===== src/rtl/router_pkt_tx.sv =====
// Router input-port packet source: buffers payload bytes, then sends header,
// payload and parity on data_out/pkt_valid while honouring router busy.
module router_pkt_tx #(
  parameter int unsigned DEPTH = 63,
  parameter int unsigned IFG   = 2
) (
  input  logic       clock,
  input  logic       resetn,
  input  logic       wr_en,
  input  logic [7:0] wr_data,
  output logic       wr_rdy,
  output logic [5:0] buf_count,
  input  logic       start,
  input  logic [1:0] dest_addr,
  input  logic       inject_err,
  input  logic       busy,
  output logic       pkt_valid,
  output logic [7:0] data_out,
  output logic       tx_active,
  output logic       done,
  output logic       start_err
);

  localparam int unsigned CW = 6;
  localparam int unsigned GW = (IFG < 2) ? 1 : $clog2(IFG + 1);

  typedef enum logic [2:0] {
    S_IDLE    = 3'd0,
    S_HEADER  = 3'd1,
    S_PAYLOAD = 3'd2,
    S_PARITY  = 3'd3,
    S_GAP     = 3'd4
  } state_t;

  state_t          state, state_nxt;
  logic [7:0]      mem [DEPTH];
  logic [CW-1:0]   wr_ptr, rd_ptr, rem;
  logic [7:0]      par;
  logic            err;
  logic [GW-1:0]   gap_cnt;

  logic            in_xfer, acc, wr_ok, pop, start_ok;
  logic [CW-1:0]   count_nxt, rem_nxt;
  logic [7:0]      data_nxt, par_nxt, head_byte;
  logic            pv_nxt, err_nxt, done_nxt, serr_nxt, tx_nxt, rdy_nxt;
  logic [GW-1:0]   gap_nxt;

  function automatic logic [CW-1:0] ptr_inc(input logic [CW-1:0] p);
    return (p == CW'(DEPTH - 1)) ? '0 : p + CW'(1);
  endfunction

  // Handshake qualifiers shared by the FSM and the datapath
  always_comb begin
    in_xfer   = (state == S_HEADER) || (state == S_PAYLOAD) || (state == S_PARITY);
    acc       = in_xfer && !busy;
    wr_ok     = wr_en && wr_rdy;
    pop       = acc && (state != S_PARITY) && (rem != '0);
    start_ok  = start && (buf_count != '0) && (dest_addr != 2'b11);
    head_byte = mem[rd_ptr];
    count_nxt = buf_count + CW'(wr_ok) - CW'(pop);
  end

  always_ff @(posedge clock or negedge resetn) begin
    if (!resetn) state <= S_IDLE;
    else         state <= state_nxt;
  end

  always_comb begin
    state_nxt = state;
    case (state)
      S_IDLE:    if (start_ok) state_nxt = S_HEADER;
      S_HEADER,
      S_PAYLOAD: if (acc) state_nxt = (rem != '0) ? S_PAYLOAD : S_PARITY;
      S_PARITY:  if (acc) state_nxt = S_GAP;
      S_GAP:     if (gap_cnt == '0) state_nxt = S_IDLE;
      default:   state_nxt = S_IDLE;
    endcase
  end

  // Next values for every registered output and datapath register
  always_comb begin
    data_nxt = data_out;
    pv_nxt   = pkt_valid;
    par_nxt  = par;
    err_nxt  = err;
    rem_nxt  = rem;
    gap_nxt  = gap_cnt;
    done_nxt = 1'b0;
    serr_nxt = 1'b0;
    case (state)
      S_IDLE: begin
        if (start_ok) begin
          rem_nxt  = buf_count;
          data_nxt = {buf_count, dest_addr};
          pv_nxt   = 1'b1;
          par_nxt  = {buf_count, dest_addr};
          err_nxt  = inject_err;
        end else if (start) begin
          serr_nxt = 1'b1;
        end
      end
      S_HEADER, S_PAYLOAD: begin
        if (acc) begin
          if (rem != '0) begin
            data_nxt = head_byte;
            par_nxt  = par ^ head_byte;
            rem_nxt  = rem - CW'(1);
          end else begin
            data_nxt = err ? ~par : par;
            pv_nxt   = 1'b0;
          end
        end
      end
      S_PARITY: begin
        if (acc) begin
          data_nxt = 8'h00;
          gap_nxt  = GW'(IFG);
        end
      end
      S_GAP: begin
        if (gap_cnt != '0) gap_nxt = gap_cnt - GW'(1);
        else               done_nxt = 1'b1;
      end
      default: ;
    endcase
    tx_nxt  = (state_nxt != S_IDLE);
    rdy_nxt = (state_nxt == S_IDLE) && (count_nxt < CW'(DEPTH));
  end

  always_ff @(posedge clock or negedge resetn) begin
    if (!resetn) begin
      data_out  <= '0;
      pkt_valid <= 1'b0;
      tx_active <= 1'b0;
      done      <= 1'b0;
      start_err <= 1'b0;
      wr_rdy    <= 1'b0;
      buf_count <= '0;
      wr_ptr    <= '0;
      rd_ptr    <= '0;
      rem       <= '0;
      par       <= '0;
      err       <= 1'b0;
      gap_cnt   <= '0;
    end else begin
      data_out  <= data_nxt;
      pkt_valid <= pv_nxt;
      tx_active <= tx_nxt;
      done      <= done_nxt;
      start_err <= serr_nxt;
      wr_rdy    <= rdy_nxt;
      buf_count <= count_nxt;
      rem       <= rem_nxt;
      par       <= par_nxt;
      err       <= err_nxt;
      gap_cnt   <= gap_nxt;
      if (wr_ok) wr_ptr <= ptr_inc(wr_ptr);
      if (pop)   rd_ptr <= ptr_inc(rd_ptr);
    end
  end

  // Payload storage needs no reset; pointers define validity
  always_ff @(posedge clock) begin
    if (wr_ok) mem[wr_ptr] <= wr_data;
  end

endmodule

===== config.mk =====
export PLATFORM = sky130hd
export DESIGN_NAME = router_pkt_tx
export DESIGN_NICKNAME = d
export VERILOG_FILES = /design/src/rtl/router_pkt_tx.sv
export SDC_FILE = /design/constraint.sdc
export NUM_CORES = 1
export LEC_CHECK = 0
export CORE_ASPECT_RATIO = 1.25
export CORE_MARGIN = 5
export CORE_UTILIZATION = 45
export CTS_CLUSTER_DIAMETER = 50
export DETAILED_ROUTE_END_ITERATION = 16
export GPL_TIMING_DRIVEN = 0
export SYNTH_ARGS = -nofsm -noshare
export SYNTH_HDL_FRONTEND = slang
export SYNTH_SLANG_ARGS = --single-unit

===== constraint.sdc =====
create_clock -name clock -period 3.15 [get_ports clock]
set_input_delay 0.63 -clock clock [delete_from_list [all_inputs] [get_ports clock]]
set_output_delay 0.63 -clock clock [all_outputs]
set_load 0.005 [all_outputs]

; ---- After elaboration in Yosys (flattened, before gate mapping)
; Memory sizes are Yosys's and may differ from the RTL's.
; Cells that the tools add are included.
; W data, S select, Z words.
[word_totals]
input_bits = 16
reg_bits = 51
word_cells = 99
mem_count = 1
ramBits = 504
[mem_list]
columns = memory, depth, width, read_ports, rd_ports_with_merged_regs, wr, line_no
row1 = mem, 63, 8, 1, 0, 1, 36  ; logic [7:0] mem [DEPTH];
[op_classes]
n_eq_ne = 14
n_bitwise = 2
muxes = 35
n_lt_le_gt_ge = 1
addsub = 6
reduce_logical = 26
[op_table]
columns = op, n
row1 = $mux W8, 7
row2 = $mux W6, 5
row3 = $pmux W8 S3, 1
row4 = $pmux W8 S2, 1
row5 = $ne A2 B2 Y1 const B, 7
row6 = $add A6 B1 Y6 const B, 2
row7 = $eq A6 B6 Y1 const B, 2
row8 = $mux W3, 4
row9 = $pmux W3 S4, 1
row10 = $pmux W6 S2, 1
row11 = $reduce_and A4 Y1, 3
row12 = $reduce_bool A6 Y1, 2
row13 = $mux W1, 11
row14 = $not A8 Y8, 1
row15 = $xor A8 B8 Y8, 1
row16 = $logic_and A1 B1 Y1, 7
row17 = $add A6 B1 Y6, 1
row18 = $eq A3 B2 Y1 const B, 2
row19 = $logic_not A3 Y1, 2
row20 = $lt A6 B6 Y1 const B, 1
row21 = $reduce_bool A2 Y1, 3
row22 = $reduce_bool A3 Y1, 2
row23 = $sub A6 B1 Y6, 1
row24 = $sub A6 B1 Y6 const B, 1
row25 = 13 further kinds, 15

; ---- Logic depth before layout (Yosys ltp)
[depth]
ltp_word = 9
mapped_depth = 19
mapped_depth_nobuf = 17

; ---- Worst setup path after synthesis
; OpenSTA, ideal clock, no wires.
[synth_timing]
kind = reg-to-reg
startpoint = register rem[0]
endpoint = register wr_rdy
path_slack_ns = -0.228
stages_incl_launch_ff = 20
t_arrival_ns = 3.246
path_cell_list = dfrtp_1 inv_1 ha_1 or3b_1 or3_1 clkbuf_1 nand2_2 inv_1 clkbuf_1 ha_1 inv_1 ha_1 inv_1 fa_1 inv_1 a21oi_1 nor2_1 nor2_1 xnor2_1 a31oi_1
[synth_via]
elab_cells_between_ends = 9
classes_between = add/sub (1) / order compare (1) / mux (3) / reduce/logical (4)
[synth_lines]
columns = element, line_no
row1 = from (decl), 37  ; logic [CW-1:0] wr_ptr, rd_ptr, rem;
row2 = from (signal assigned), 153  ; rem <= rem_nxt;
row3 = $reduce_bool A6 Y1, 57  ; pop = acc && (state != S_PARITY) && (rem != '0);
row4 = $logic_and A1 B1 Y1, 57
row5 = net pop, 42  ; logic in_xfer, acc, wr_ok, pop, start_ok;
row6 = $sub A6 B1 Y6, 60  ; count_nxt = buf_count + CW'(wr_ok) - CW'(pop);
row7 = net count_nxt[4], 43  ; logic [CW-1:0] count_nxt, rem_nxt;
row8 = $lt A6 B6 Y1, 127  ; rdy_nxt = (state_nxt == S_IDLE) && (count_nxt < CW'(DEPTH));
row9 = $logic_and A1 B1 Y1, 127
row10 = net rdy_nxt, 45  ; logic pv_nxt, err_nxt, done_nxt, serr_nxt, tx_nxt, rdy_nxt;
row11 = to (signal assigned), 151  ; wr_rdy <= rdy_nxt;
row12 = to (decl), 11  ; output logic wr_rdy,
; The timed path passes the listed nets, and every way through them passes these cells.
; A chain may end at the register's enable or synchronous reset.

; ---- Final worst setup path
[layout_timing]
startpoint = register rd_ptr[2]
endpoint = register data_out[0]
[layout_via]
elab_chain_cells = 4
[layout_rtl]
columns = element, line_no
row1 = from (decl), 37
row2 = from (signal assigned), 158  ; if (pop) rd_ptr <= ptr_inc(rd_ptr);
row3 = $mem_v2 Z63 W8, n/a
row4 = $mux W8, 104  ; if (rem != '0) begin
row5 = $mux W8, 103  ; if (acc) begin
row6 = $pmux W8 S3, 90  ; case (state)
row7 = to (signal assigned), 146  ; data_out <= data_nxt;
row8 = to (decl), 18  ; output logic [7:0] data_out,
; Every way passes these cells. The select of a mux whose other input is x is not followed.

==> run_results.csv <==
group,metric,value,unit
run_status,outcome,"finished with violations",
run_status,violations,"setup timing",
logic_synthesis,yosysSeqAreaShare,71.5,%
detailed_routing,drc,0,
layout,areaGrowthSynthToFinish,15.6,%
sta,drv_slew,0,
logic_synthesis,ys_warn_count,0,
floorplanning,fp.dieH,263,µm
cts,cts_hold_repair.buffers,0,
place,port_buffers,34,
sta,skew,0.0325,ns
layout,finalCoreUtilization,52.5,%
logic_synthesis,ys_types,71,
critical_path,reg2reg_from,"rd_ptr[2]$_DFFE_PN0P_",
critical_path,critPathTopFamily,"buffers and inverters",
critical_path,crit_cells,9,
detailed_routing,routed_wirelength,64800,µm
layout,regArea,16400,µm²
cts,cts.path.max_buffers,3,
floorplanning,ios,35,
global_route,overflow,0,
detailed_routing,antenna_left,0,
sta,timing.hold.ws,0.105,ns
sta,worst_pin_slew,1.19,ns
critical_path,cpMaxStageDelayCell,"buf_2",
place,dpl_cell_area,24400,µm²
sta,fin_crit_sh,101,%
cts,h-tree-depth,2,
cts,cts_tree,"yes",
layout,num-nets-final,1480,
critical_path,cp_cell_sequence,"buf_2 > buf_2 > buf_2 > mux4_2 > a22oi_1 > nand4_1 > nand4_1 > o211a_1 > a211oi_1",
critical_path,critical_path_peak_fanout,10,
critical_path,reg2reg_depth,9,
critical_path,start_kind,"flip-flop",
floorplanning,initial_core_util,45.4,%
sta,rsz0062_at_grt,"true",
place,dp_slack,-0.822,ns
critical_path,cpMostUsedCell,"buf_2",
global_route,grt_pass1_vias,13400,
run,drv_cap,0,
layout,n_antenna_cell,0,
global_route,grt_max_degree,56,
detailed_routing,viasPerCell,6.09,
logic_synthesis,synth-edff-count,504,
logic_synthesis,synth.cell_area,23000,µm²
logic_synthesis,syn_nets,1361,
critical_path,crit_type,"flip-flop to flip-flop",
global_route,grt_pass1_wl,94400,µm
critical_path,crit_required,3.58,ns
pwr,vdd_drop_max,448,µV
layout,drive_gt1_share,24.9,%
logic_synthesis,synth.area.top_cells,"edfxtp_1, mux4_2, dfrtp_1",
pwr,powerDensity,910,nW/µm²
detailed_routing,drtPass1Iterations,5,
sta,relSlewSlack,19.4,%
layout,layout_commonest_cell,"edfxtp_1",
place,place_congestion,0.884,
cts,cts.reportedPaths.clkPinSlew,0.06,ns
layout,final_cell_area,26500,µm²
min_path,hold_path.class,"input port to async pin",
detailed_routing,wl_per_cell,30.1,µm
floorplanning,core,50500,µm²
critical_path,arrival,3.60,ns
cts,clk_latency,0.62,ns
logic_synthesis,ys_async_sr_fraction,9.19,%
logic_synthesis,synth_top_area_cell,"edfxtp_1",
cts,cts_sinks,555,
cts,root_buffer,"clkbuf_16",
sta,fmax,315,MHz
sta,setup_viol_count_final,17,
global_route,grt_use_total,23.4,%
critical_path,worstPathBufferInverterCount,3,
pwr,cellLeakagePower,8.64,nW
layout,nFillCells,4003,
logic_synthesis,ys_seq_elements,555,
layout,multi_input_area,6380,µm²
detailed_routing,vias,13100,
layout,layout_common_cells,"edfxtp_1, mux4_2, clkbuf_16, nand2_1",
critical_path,end_kind,"flip-flop",
logic_synthesis,synth_top_cell_area_share,65.9,%
cts,cts_buffers,55,
detailed_routing,drtIter0Drc,1370,
logic_synthesis,synth_flop_cell,"edfxtp_1",
critical_path,cp-startpoint,"rd_ptr[2]$_DFFE_PN0P_",
place,dpl.hpwl,44300,µm
sta,finalCriticalPeriod,3.18,ns
logic_synthesis,avgSynthCellArea,17.3,µm²
floorplanning,rows,92,
global_route,antenna_found_initial,0,
critical_path,slowest_delay,0.50,ns
logic_synthesis,synthCells,1330,
floorplanning,die_w,212,µm
sta,hold_viol_final,0,
sta,setup_ws,-0.0268,ns
floorplanning,die-area,55700,µm²
-- sequential cells by signal (all words and copies together), names as in the netlist, 2 cells and up --
signal and count:
rem 6, state 3, rd_ptr 6, wr_ptr 6, gap_cnt 2, buf_count 6, data_out 8, par 8
mem 504
-- cell families (layout without fill, tap and decap cells) --
kind of cell | count (synthesis) | in the layout | share of synthesized area [%]
adders and majority gates | 15 | 15 | 0.850
buffers and inverters | 101 | 263 | 2.09
and+or+nand+nor | 287 | 287 | 6.15
DFF | 555 | 555 | 71.5
xor gates and xnor gates | 17 | 17 | 0.648
muxes | 170 | 170 | 13.2
AOI/OAI and AO/OA | 185 | 185 | 5.64
-- path summary, 6_finish.rpt --
check	slack, ns	to
worst max-delay path	-0.03	data_out[0]$_DFFE_PN0P_
worst min-delay path	0.11	rem[5]$_DFFE_PN0P_
worst max register to register	-0.03	data_out[0]$_DFFE_PN0P_
worst min register to register	0.51	gap_cnt[0]$_DFFE_PN0P_
max in group asynchronous	2.42	rd_ptr[1]$_DFFE_PN0P_
min in group clock	0.39	mem[30][7]$_DFFE_PP_
-- routing by layer --
metal  vias up  global-route usage, %  wire, µm  part of all wire [%]
met5         -                      0         0                     0
met4         0                   9.13      2850                   4.4
met3       131                   3.62      4340                   6.7
met2       535                   39.0     32400                    50
met1      6857                   31.1     25100                    39
li1       5567                      -         -                     -
-- through the flow --
step	total power, mW	cells	TNS (ns)
floorplan	14.0	1330	0
global placement	17.2	2022	-331.13
detailed placement	17.3	2033	-264.40
CTS	24.0	2143	-5.75
global route	25.1	2150	-8.02
finish	24.2	2150	-0.189
-- synthesized netlist by cell type (12+ instances only) --
| library cell | n |
|---|---|
| mux2_2 | 15 |
| a31oi_1 | 14 |
| ha_1 | 14 |
| edfxtp_1 | 504 |
| dfrtp_1 | 51 |
| nand3_1 | 27 |
| inv_1 | 27 |
| o21ai_0 | 31 |
| clkbuf_1 | 29 |
| buf_2 | 21 |
| nor2_1 | 100 |
| o221ai_1 | 12 |
| nand2b_1 | 13 |
| nand2_1 | 52 |
| a22oi_1 | 20 |
| a21oi_1 | 27 |
| mux4_2 | 104 |
| mux2i_1 | 51 |
| nor3_1 | 21 |
-- layout make-up --
type | count | area share [%]
flip-flops and latches | 555 | 61.8
multi-input cells | 674 | 24.0
clock buffers | 64 | 5.47
well taps | 658 | 3.10
repair buffers | 64 | 2.40
plain buffers | 72 | 1.66
clock inverters | 36 | 1.10
inverters | 27 | 0.419
-- what timing repair did --
action | in CTS | in global routing
resized for setup | 63 | 46
setup endpoints to repair | 251 | 263
pin swaps | 12 | 13
buffers inserted | 11 | 8
-- report_power, final --
part / switching, mW / total (mW) / internal [mW]
logic: 5.36 / 8.97 / 3.62
registers: 0.352 / 8.76 / 8.41
clock network: 2.80 / 6.43 / 3.63
No activity file was read; power rests on OpenSTA's default activity.
